File: src/rtl/axil_acc_regs.sv
// AXI4-Lite control/status register block for the accelerator engines: CTRL with start
// pulse, W1C done/err status, IRQ enable, and NUM_CFG byte-strobed config registers.
`timescale 1ns/1ps

// One config register; wmask carries the byte-lane strobes expanded to bits.
module axil_acc_cfg_reg #(
  parameter int CFG_W = 16
) (
  input  logic             clk,
  input  logic             rst_n,
  input  logic             we,
  input  logic [CFG_W-1:0] wdata,
  input  logic [CFG_W-1:0] wmask,
  output logic [CFG_W-1:0] q
);
  always_ff @(posedge clk or negedge rst_n) begin
    if (!rst_n)  q <= '0;
    else if (we) q <= (q & ~wmask) | (wdata & wmask);
  end
endmodule

module axil_acc_regs #(
  parameter int NUM_CFG = 8,
  parameter int CFG_W   = 16,
  parameter int ADDR_W  = 12
) (
  input  logic                     S_AXI_ACLK,
  input  logic                     S_AXI_ARESETN,
  input  logic [ADDR_W-1:0]        S_AXI_AWADDR,
  input  logic                     S_AXI_AWVALID,
  output logic                     S_AXI_AWREADY,
  input  logic [31:0]              S_AXI_WDATA,
  input  logic [3:0]               S_AXI_WSTRB,
  input  logic                     S_AXI_WVALID,
  output logic                     S_AXI_WREADY,
  output logic [1:0]               S_AXI_BRESP,
  output logic                     S_AXI_BVALID,
  input  logic                     S_AXI_BREADY,
  input  logic [ADDR_W-1:0]        S_AXI_ARADDR,
  input  logic                     S_AXI_ARVALID,
  output logic                     S_AXI_ARREADY,
  output logic [31:0]              S_AXI_RDATA,
  output logic [1:0]               S_AXI_RRESP,
  output logic                     S_AXI_RVALID,
  input  logic                     S_AXI_RREADY,
  output logic [2:0]               ctrl_o,
  output logic                     start_o,
  output logic [NUM_CFG*CFG_W-1:0] cfg_o,
  input  logic                     busy_i,
  input  logic                     done_i,
  output logic                     irq_o
);
  localparam int WIDX_W = ADDR_W - 2;
  localparam logic [1:0] RESP_OKAY   = 2'b00;
  localparam logic [1:0] RESP_SLVERR = 2'b10;

  typedef enum logic [2:0] {IDLE, WDAT, WADR, WRSP, RDEC, RRSP} state_t;

  typedef struct packed {
    logic [ADDR_W-1:0] addr;
    logic [31:0]       data;
    logic [3:0]        strb;
  } wreq_t;

  state_t                          state_q, state_d;
  logic [ADDR_W-1:0]               aw_addr_q, ar_addr_q;
  logic [31:0]                     w_data_q;
  logic [3:0]                      w_strb_q;
  wreq_t                           wr;
  logic                            wr_commit;
  logic [1:0]                      bresp_q, rresp_q;
  logic [31:0]                     rdata_q, rd_data;

  logic [2:0]                      ctrl_q;
  logic                            start_q, done_q, err_q, irq_en_q, irq_q;
  logic [NUM_CFG-1:0][CFG_W-1:0]   cfg_q;

  logic [WIDX_W-1:0]               wr_word, rd_word;
  logic                            wr_ctrl, wr_stat, wr_irqen, wr_mapped;
  logic                            rd_ctrl, rd_stat, rd_irqen, rd_mapped;
  logic [NUM_CFG-1:0]              wr_cfg_hit, rd_cfg_hit;
  logic [31:0]                     wmask;
  logic                            start_req, w1c;

  // FSM: state register
  always_ff @(posedge S_AXI_ACLK or negedge S_AXI_ARESETN) begin
    if (!S_AXI_ARESETN) state_q <= IDLE;
    else                state_q <= state_d;
  end

  // FSM: next state and write commit; the commit picks live or captured halves
  always_comb begin
    state_d   = state_q;
    wr_commit = 1'b0;
    wr.addr   = aw_addr_q;
    wr.data   = w_data_q;
    wr.strb   = w_strb_q;
    case (state_q)
      IDLE: begin
        if (S_AXI_AWVALID && S_AXI_WVALID) begin
          wr_commit = 1'b1;
          wr.addr   = S_AXI_AWADDR;
          wr.data   = S_AXI_WDATA;
          wr.strb   = S_AXI_WSTRB;
          state_d   = WRSP;
        end else if (S_AXI_AWVALID) state_d = WDAT;
        else if (S_AXI_WVALID)      state_d = WADR;
        else if (S_AXI_ARVALID)     state_d = RDEC;
      end
      WDAT: if (S_AXI_WVALID) begin
        wr_commit = 1'b1;
        wr.data   = S_AXI_WDATA;
        wr.strb   = S_AXI_WSTRB;
        state_d   = WRSP;
      end
      WADR: if (S_AXI_AWVALID) begin
        wr_commit = 1'b1;
        wr.addr   = S_AXI_AWADDR;
        state_d   = WRSP;
      end
      WRSP:    if (S_AXI_BREADY) state_d = IDLE;
      RDEC:    state_d = RRSP;
      RRSP:    if (S_AXI_RREADY) state_d = IDLE;
      default: state_d = IDLE;
    endcase
  end

  assign S_AXI_AWREADY = (state_q == IDLE) || (state_q == WADR);
  assign S_AXI_WREADY  = (state_q == IDLE) || (state_q == WDAT);
  assign S_AXI_ARREADY = (state_q == IDLE);
  assign S_AXI_BVALID  = (state_q == WRSP);
  assign S_AXI_RVALID  = (state_q == RRSP);
  assign S_AXI_BRESP   = bresp_q;
  assign S_AXI_RRESP   = rresp_q;
  assign S_AXI_RDATA   = rdata_q;

  // Channel capture for split AW/W arrivals and the read address
  always_ff @(posedge S_AXI_ACLK or negedge S_AXI_ARESETN) begin
    if (!S_AXI_ARESETN) begin
      aw_addr_q <= '0;
      w_data_q  <= '0;
      w_strb_q  <= '0;
      ar_addr_q <= '0;
    end else if (state_q == IDLE) begin
      if (S_AXI_AWVALID) aw_addr_q <= S_AXI_AWADDR;
      if (S_AXI_WVALID) begin
        w_data_q <= S_AXI_WDATA;
        w_strb_q <= S_AXI_WSTRB;
      end
      if (S_AXI_ARVALID) ar_addr_q <= S_AXI_ARADDR;
    end
  end

  // Address decode (word granularity)
  assign wr_word   = wr.addr[ADDR_W-1:2];
  assign rd_word   = ar_addr_q[ADDR_W-1:2];
  assign wr_ctrl   = (wr_word == WIDX_W'(0));
  assign wr_stat   = (wr_word == WIDX_W'(1));
  assign wr_irqen  = (wr_word == WIDX_W'(2));
  assign rd_ctrl   = (rd_word == WIDX_W'(0));
  assign rd_stat   = (rd_word == WIDX_W'(1));
  assign rd_irqen  = (rd_word == WIDX_W'(2));
  assign wr_mapped = wr_ctrl || wr_stat || wr_irqen || (|wr_cfg_hit);
  assign rd_mapped = rd_ctrl || rd_stat || rd_irqen || (|rd_cfg_hit);

  assign wmask = {{8{wr.strb[3]}}, {8{wr.strb[2]}}, {8{wr.strb[1]}}, {8{wr.strb[0]}}};

  for (genvar i = 0; i < NUM_CFG; i++) begin : g_cfg
    assign wr_cfg_hit[i] = (wr_word == WIDX_W'(4 + i));
    assign rd_cfg_hit[i] = (rd_word == WIDX_W'(4 + i));
    axil_acc_cfg_reg #(.CFG_W(CFG_W)) u_cfg (
      .clk   (S_AXI_ACLK),
      .rst_n (S_AXI_ARESETN),
      .we    (wr_commit && wr_cfg_hit[i]),
      .wdata (wr.data[CFG_W-1:0]),
      .wmask (wmask[CFG_W-1:0]),
      .q     (cfg_q[i])
    );
  end

  assign start_req = wr_commit && wr_ctrl && wr.strb[1] && wr.data[8];
  assign w1c       = wr_commit && wr_stat && wr.strb[0];

  // Control/status state; a concurrent hardware set beats a W1C clear
  always_ff @(posedge S_AXI_ACLK or negedge S_AXI_ARESETN) begin
    if (!S_AXI_ARESETN) begin
      ctrl_q   <= '0;
      start_q  <= 1'b0;
      done_q   <= 1'b0;
      err_q    <= 1'b0;
      irq_en_q <= 1'b0;
      irq_q    <= 1'b0;
      bresp_q  <= RESP_OKAY;
    end else begin
      if (wr_commit && wr_ctrl && wr.strb[0])  ctrl_q   <= wr.data[2:0];
      if (wr_commit && wr_irqen && wr.strb[0]) irq_en_q <= wr.data[0];
      start_q <= start_req && !busy_i;
      if (done_i)                  done_q <= 1'b1;
      else if (w1c && wr.data[1])  done_q <= 1'b0;
      if (start_req && busy_i)     err_q  <= 1'b1;
      else if (w1c && wr.data[2])  err_q  <= 1'b0;
      irq_q <= done_q && irq_en_q;
      if (wr_commit) bresp_q <= wr_mapped ? RESP_OKAY : RESP_SLVERR;
    end
  end

  always_comb begin
    rd_data = '0;
    if (rd_ctrl)  rd_data[2:0] = ctrl_q;
    if (rd_stat)  rd_data[2:0] = {err_q, done_q, busy_i};
    if (rd_irqen) rd_data[0]   = irq_en_q;
    for (int i = 0; i < NUM_CFG; i++)
      if (rd_cfg_hit[i]) rd_data[CFG_W-1:0] = cfg_q[i];
  end

  // Read data is captured once in RDEC and held through RRSP
  always_ff @(posedge S_AXI_ACLK or negedge S_AXI_ARESETN) begin
    if (!S_AXI_ARESETN) begin
      rdata_q <= '0;
      rresp_q <= RESP_OKAY;
    end else if (state_q == RDEC) begin
      rdata_q <= rd_data;
      rresp_q <= rd_mapped ? RESP_OKAY : RESP_SLVERR;
    end
  end

  assign ctrl_o  = ctrl_q;
  assign start_o = start_q;
  assign cfg_o   = cfg_q;
  assign irq_o   = irq_q;

  logic unused_bits;
  assign unused_bits = ^{wr.data, wr.addr[1:0], ar_addr_q[1:0]};
endmodule

File: config.mk
export PLATFORM = sky130hd
export DESIGN_NAME = axil_acc_regs
export DESIGN_NICKNAME = d
export VERILOG_FILES = /design/src/rtl/axil_acc_regs.sv
export SDC_FILE = /design/constraint.sdc
export NUM_CORES = 1
export LEC_CHECK = 0
export ABC_AREA = 1
export BUFFER_PORTS_ARGS = -buffer_cell sky130_fd_sc_hd__buf_2
export CELL_PAD_IN_SITES_DETAIL_PLACEMENT = 1
export CELL_PAD_IN_SITES_GLOBAL_PLACEMENT = 2
export CORE_AREA = 2 2 261 134
export CTS_BUF_LIST = sky130_fd_sc_hd__clkbuf_8
export DETAILED_ROUTE_END_ITERATION = 8
export DIE_AREA = 0 0 263 136
export PLACE_DENSITY = 0.8
export RECOVER_POWER = 100
export SETUP_SLACK_MARGIN = 0.4
export SYNTH_ARGS = -nofsm -noshare
export SYNTH_HDL_FRONTEND = slang
export SYNTH_SLANG_ARGS = --single-unit
File: constraint.sdc
create_clock -name S_AXI_ACLK -period 1.93 [get_ports S_AXI_ACLK]
set_input_delay 0.386 -clock S_AXI_ACLK [delete_from_list [all_inputs] [get_ports S_AXI_ACLK]]
set_output_delay 0.386 -clock S_AXI_ACLK [all_outputs]
set_load 0.01 [all_outputs]
==> results of run 1 <==
cell usage in the layout (no fill, tap or decap), drive strengths merged, types with 13 or more instances in the layout:
cell	n
conb	18
a21oi	44
buf	413
nor3	17
nand2	353
nand3	53
inv	82
nand4	13
nor2	95
a31oi	18
dfrtp	195
clkbuf	24
o21ai	189
logic make-up after synthesis:
kind of cell,count (synthesis),synth area share (%)
AO/OA/AOI/OAI,270,15.8
buffers and inverters,144,6.83
flip-flops,195,52.5
multiplexers,4,0.484
other,1,0.0403
AND/OR/NAND/NOR,527,24.4
per-stage QoR:
stage	instances	area, um2
3_5_place_dp	1864	11900
5_1_grt	2006	15000
4_1_cts	1979	14000
2_1_floorplan	1158	9720
3_3_place_gp	1864	11900
6_report	2006	15000
path summary, 6_finish.rpt:
check                               start                          to  slack (ns)  depth (start not counted)
min in group asynchronous   S_AXI_ARESETN  asynchronous set/reset pin        0.79                          2
min                                done_i                      done_q        0.08                          3
max                            state_q[2]                    register       -0.27                         11
max in group asynchronous   S_AXI_ARESETN  asynchronous set/reset pin        0.13                          3
min reg2reg                S_AXI_RDATA[0]              S_AXI_RDATA[0]        0.49                          2
max reg2reg                    state_q[2]                    register       -0.27                         11
worst reg2reg max path: cells and delay by family, from the launching register on:
family,cells,cell delay (ns)
compound gates,2,0.37
buf+inv,2,0.25
flops,1,0.50
simple gates,7,0.96
power breakdown:
part	internal [W]	switching, W
clock	0.00127	0.00164
combinational	0.00453	0.00637
sequential	0.00521	0.00101
total	0.0110	0.00902
routing by layer:
metal | vias to the layer above | track usage, % | wire length [um] | share of wire [%]
li1 | 4581 | - | - | -
met1 | 5111 | 34.7 | 21300 | 48
met2 | 291 | 35.4 | 19900 | 45
met3 | 35 | 4.89 | 2580 | 5.8
met4 | 0 | 5.56 | 732 | 1.6
met5 | - | 0 | 0 | 0
what timing repair did:
| item | in CTS | in global routing |
|---|---|---|
| setup endpoints to repair | 199 | 240 |
| hold endpoints to repair | 43 | 0 |
| gates cloned | 11 | 9 |
| hold buffers | 1 | 0 |
| resized for setup | 225 | 189 |
| setup buffers | 72 | 18 |
| pin swaps | 56 | 38 |
area by class of cell:
| class | count | area [um2] | share of cell area [%] |
|---|---|---|---|
| Inverter | 80 | 324 | 2.16 |
| Timing Repair Buffer | 421 | 3440 | 23.0 |
| Timing Repair inverter | 1 | 7.51 | 0.0500 |
| Clock inverter | 14 | 164 | 1.09 |
| Sequential cell | 195 | 4890 | 32.6 |
| Clock buffer | 17 | 234 | 1.56 |
| Tap cell | 450 | 563 | 3.75 |
| Multi-Input combinational cell | 828 | 5380 | 35.8 |
==> metrics, run 1 <==
Hold Slack=0.0773 ns; final core occ=44.5%; initial antenna violation count=0; Final min period=approximately 2.2 ns; IR drop worst, VDD=approximately 650 uV; Core Box Area=33800 um2; post-synth top area cell=dfrtp_1; Power Density=1330 nW/um2; Clock Root Buffer=clkbuf_8; Port Buffer Count=202; vertical die dimension=136 um; required time of the critical path=2.32 ns; total power=0.0200 W; Syn Std Cell Area=9300 um2; total CTS buffers=17; final setup fails=about 160; CTS tree=yes; asr flop ratio synth=100%; Max Slew Vio Count=50; Mapped Avg Cell Area=around 8.2 um2; leakage power=7.36 nW; drt pass-1 iters=5; H-Tree Depth=4; Crit Path Max Fanout=16; CTS clk-pin slew, worst paths=0.11 ns; routed wire length=roughly 45000 um; CP cell instances=nor2_4, nand2_4, inv_4, nand2_4, o211ai_1, nand3_4, nor2_4, buf_12, nand2_8, nand2_1, o21ai_0; IO Pins=243; fmax=454 MHz; Ys Warns=0; setup ws final=-0.272 ns; vias in the first global route=9897; CP Class=register to register; register area share after synthesis=a little over half; Rel. slew slack=-1.75%; max_cap viols=1; Site Rows=48; placed wire-length estimate=29700 um; first-pass GRT wire length=62900 um; Worst setup SP type=register; initial core utilization=27.6%; violated checks=capacitance limit, slew limit, setup timing; critical path's largest stage delay=~0.5 ns; Antenna diodes=0; TNS Setup=-28.07 ns; Area contributors post-synth=dfrtp_1 (52%), nand2_1 (13%), o21ai_0 (5.4%); dpl ws=-0.622 ns; synth cell count leaders=nand2_1 (329), dfrtp_1 (195), o21ai_0 (101); synth unique cells=37; drt via density=4.99; die width=263 um; Top delay family on crit path=simple AND/OR/NAND/NOR gates; CP endpoint kind=register; Area Overhead vs Synth=61.3%; HP Class=primary input to register; top-area cell type share of the netlist area=between 50 and 60%; status=finished, violations left; via count=10000; clk_skew=0.0169 ns; clk sinks=195; Fillers=between 3000 and 4000; Die ar.=35800 um2; layout cell share with drive strength beyond 1=48.7%; NumNets Final=1613; Yosys reg bits=approximately 200; post-route antenna net violation count=0; drt wl/cell=22.2 um; most common cell in the netlist=nand2_1; transition time of the tightest slew-check pin=1.53 ns; Total GRT Usage=23.6%; Final Hold Viols=0; Clock Latency Late Sink=0.51 ns; Bufs on Longest Clock Path=2; Post-synth EDFFs=0; routability cong.=0.831; critical path buffer and inverter count=2; Crit-path slowest cell=dfrtp_2; Syn Inst Count=1141; total global routing overflow=0; Remaining DRCs=0; RSZ-0062 raised after global routing=yes; largest net degree at the start of global routing=51; Primary FF master, synth=dfrtp_1; Final Cycle Share=114%; initial DRC count=653; critical path arrival=2.60 ns
Power figures use the tool's default switching activity.
==> run 2, diff against run 1 <==
Settings changed: TNS_END_PERCENT from default to 10.
Clock period 1.93 ns to 1.9 ns, I/O delays scaled along.
==> metrics, run 2 (same netlist as run 1, synthesis figures left out) <==
CTS tree=yes; Crit Path Max Fanout=16; Power Density=~1400 nW/um2; leakage power=6.96 nW; via count=9594; NumNets Final=1562; Core Box Area=33800 um2; final core occ=41.4%; RSZ-0062 raised after global routing=yes; IR drop worst, VDD=555 uV; vertical die dimension=136 um; Max Slew Vio Count=0; Site Rows=48; drt wl/cell=20.9 um; largest net degree at the start of global routing=49; Placed Cells incl. Taps=1869; CP Class=register to register; Area Overhead vs Synth=50.2%; critical path arrival=2.67 ns; Worst setup SP type=register; Remaining DRCs=0; Bufs on Longest Clock Path=2; Final min period=about 2.3 ns; Final Non-Filler Cells=approximately 2000; clk_skew=~0.019 ns; combinational cell fraction of total power=51.0%; TNS Setup=-42.51 ns; fmax=437 MHz; Die ar.=35800 um2; total CTS buffers=17; post-route antenna net violation count=0; max_cap viols=0; dpl ws=-0.607 ns; layout cell share with drive strength beyond 1=43.5%; initial antenna violation count=3; Final Cycle Share=120%; initial DRC count=~540; met1 Usage GRT=32.0%; sequential cell area=4900 um2; area taken by multi-input logic gates=4850 um2; IO Pins=243; required time of the critical path=2.28 ns; critical path's largest stage delay=between 0.4 and 0.5 ns; die width=between 200 and 300 um; setup ws final=-0.389 ns; Total GRT Usage=22.0%; status=finished, violations left; HP Class=primary input to register; clk sinks=195; total power=0.0190 W; P_sw=around 0.0084 W; commonest non-fill, non-tap cell in the layout=nand2_1; CTS clk-pin slew, worst paths=0.11 ns; gr busiest metal=met2; final setup fails=145; switching share of power=44.3%; violated checks=setup timing; met3 Use GR=~5.8%; CP cell instances=buf_6, nor2_4, nand2_4, nor2_4, nand2_1, nand3_2, buf_6, nand3_4, nor3_4, buf_12, nand2_4, buf_12, nand2_1, o21ai_1; H-Tree Depth=4; vias in the first global route=approximately 9500; transition time of the tightest slew-check pin=0.966 ns; Clock Latency Late Sink=0.51 ns; Crit-path slowest cell=dfrtp_2; Final Hold Viols=0; CP endpoint kind=register; GR Util met2=32.5%; initial core utilization=27.6%; Clock Root Buffer=clkbuf_8; routability cong.=~0.85; routed wire length=41000 um; Port Buffer Count=about 200; Rel. slew slack=35.6%; Pint=0.0106 W; sequential share of power=around a third; commonest non-fill, non-tap cells in the layout=nand2_1 (252), dfrtp_1 (182), buf_2 (180); Clk pwr share=15.6%; first-pass GRT wire length=58700 um; Fillers=around 4000; drt pass-1 iters=5; placed wire-length estimate=29700 um; total global routing overflow=0; drt via density=slightly below 5
run 2: cell types whose count changed in the layout (fill, tap and decap cells not counted), moves of 7 or more:
| cell | change |
|---|---|
| buf_2 | -19 |
| buf_4 | -17 |
| nand2_1 | +15 |
| o21ai_1 | +14 |
| buf_12 | -11 |
| inv_1 | +11 |
| nand3_1 | +11 |
| nand2_2 | -10 |
| nand2_8 | -9 |
| buf_6 | +7 |
| inv_2 | -7 |
run 2: metrics by stage:
stage	instance area (um2)	hold slack, ns
global placement	11900	0.335
global route	14000	0.0699
finish	14000	0.0945
floorplan	9500	0.0844
CTS	13000	0.0462
detailed placement	11900	0.330
run 2: final cells by class:
cell class / count / area share [%]
sequential: 195 / 35.0
multi-input combinational: 824 / 34.7
antenna: 2 / 0.0358
timing repair buffer: 375 / 21.0
inverter: 80 / 2.24
clock inverter: 13 / 1.06
tap: 450 / 4.03
clock buffer: 19 / 1.87
run 2: power groups by stage:
| stage | combinational [W] | sequential (W) | clock (W) |
|---|---|---|---|
| 3_5_place_dp | 0.00747 | 0.00627 | 0 |
| 5_1_grt | 0.0104 | 0.00647 | 0.00317 |
| 6_report | 0.00968 | 0.00632 | 0.00296 |
| 2_1_floorplan | 0.00330 | 0.00635 | 0 |
| 3_3_place_gp | 0.00724 | 0.00623 | 0 |
| 4_1_cts | 0.00829 | 0.00622 | 0.00304 |
run 2: timing repair:
item	in CTS	in global routing
setup endpoints to repair	299	305
hold buffers	1	0
hold endpoints to repair	32	0
buffers inserted	20	25
resized for setup	132	228
gates cloned	3	6
pin swaps	28	40
run 2: path summary, 6_finish.rpt:
path,from,to,slack [ns],cells after the start
min reg2reg,S_AXI_RDATA[1],S_AXI_RDATA[1],0.50,2
max reg2reg,state_q[2],register,-0.39,14
max,state_q[2],register,-0.39,14
min,done_i,done_q,0.09,3
max in group asynchronous,S_AXI_ARESETN,asynchronous set/reset pin,0.17,3
min in group asynchronous,S_AXI_ARESETN,S_AXI_RDATA[6],0.55,2
run 2: routing by layer:
layer	wire length (um)	up-vias
li1	-	4464
met1	19600	4853
met2	18200	242
met3	2690	33
met4	545	2
met5	13	-
run 2: critical path, delay by kind of cell (launching register included):
kind | cells | cell delay, ns
simple gates | 9 | 1.05
buf+inv | 4 | 0.56
flops | 1 | 0.47
compound gates | 1 | 0.08
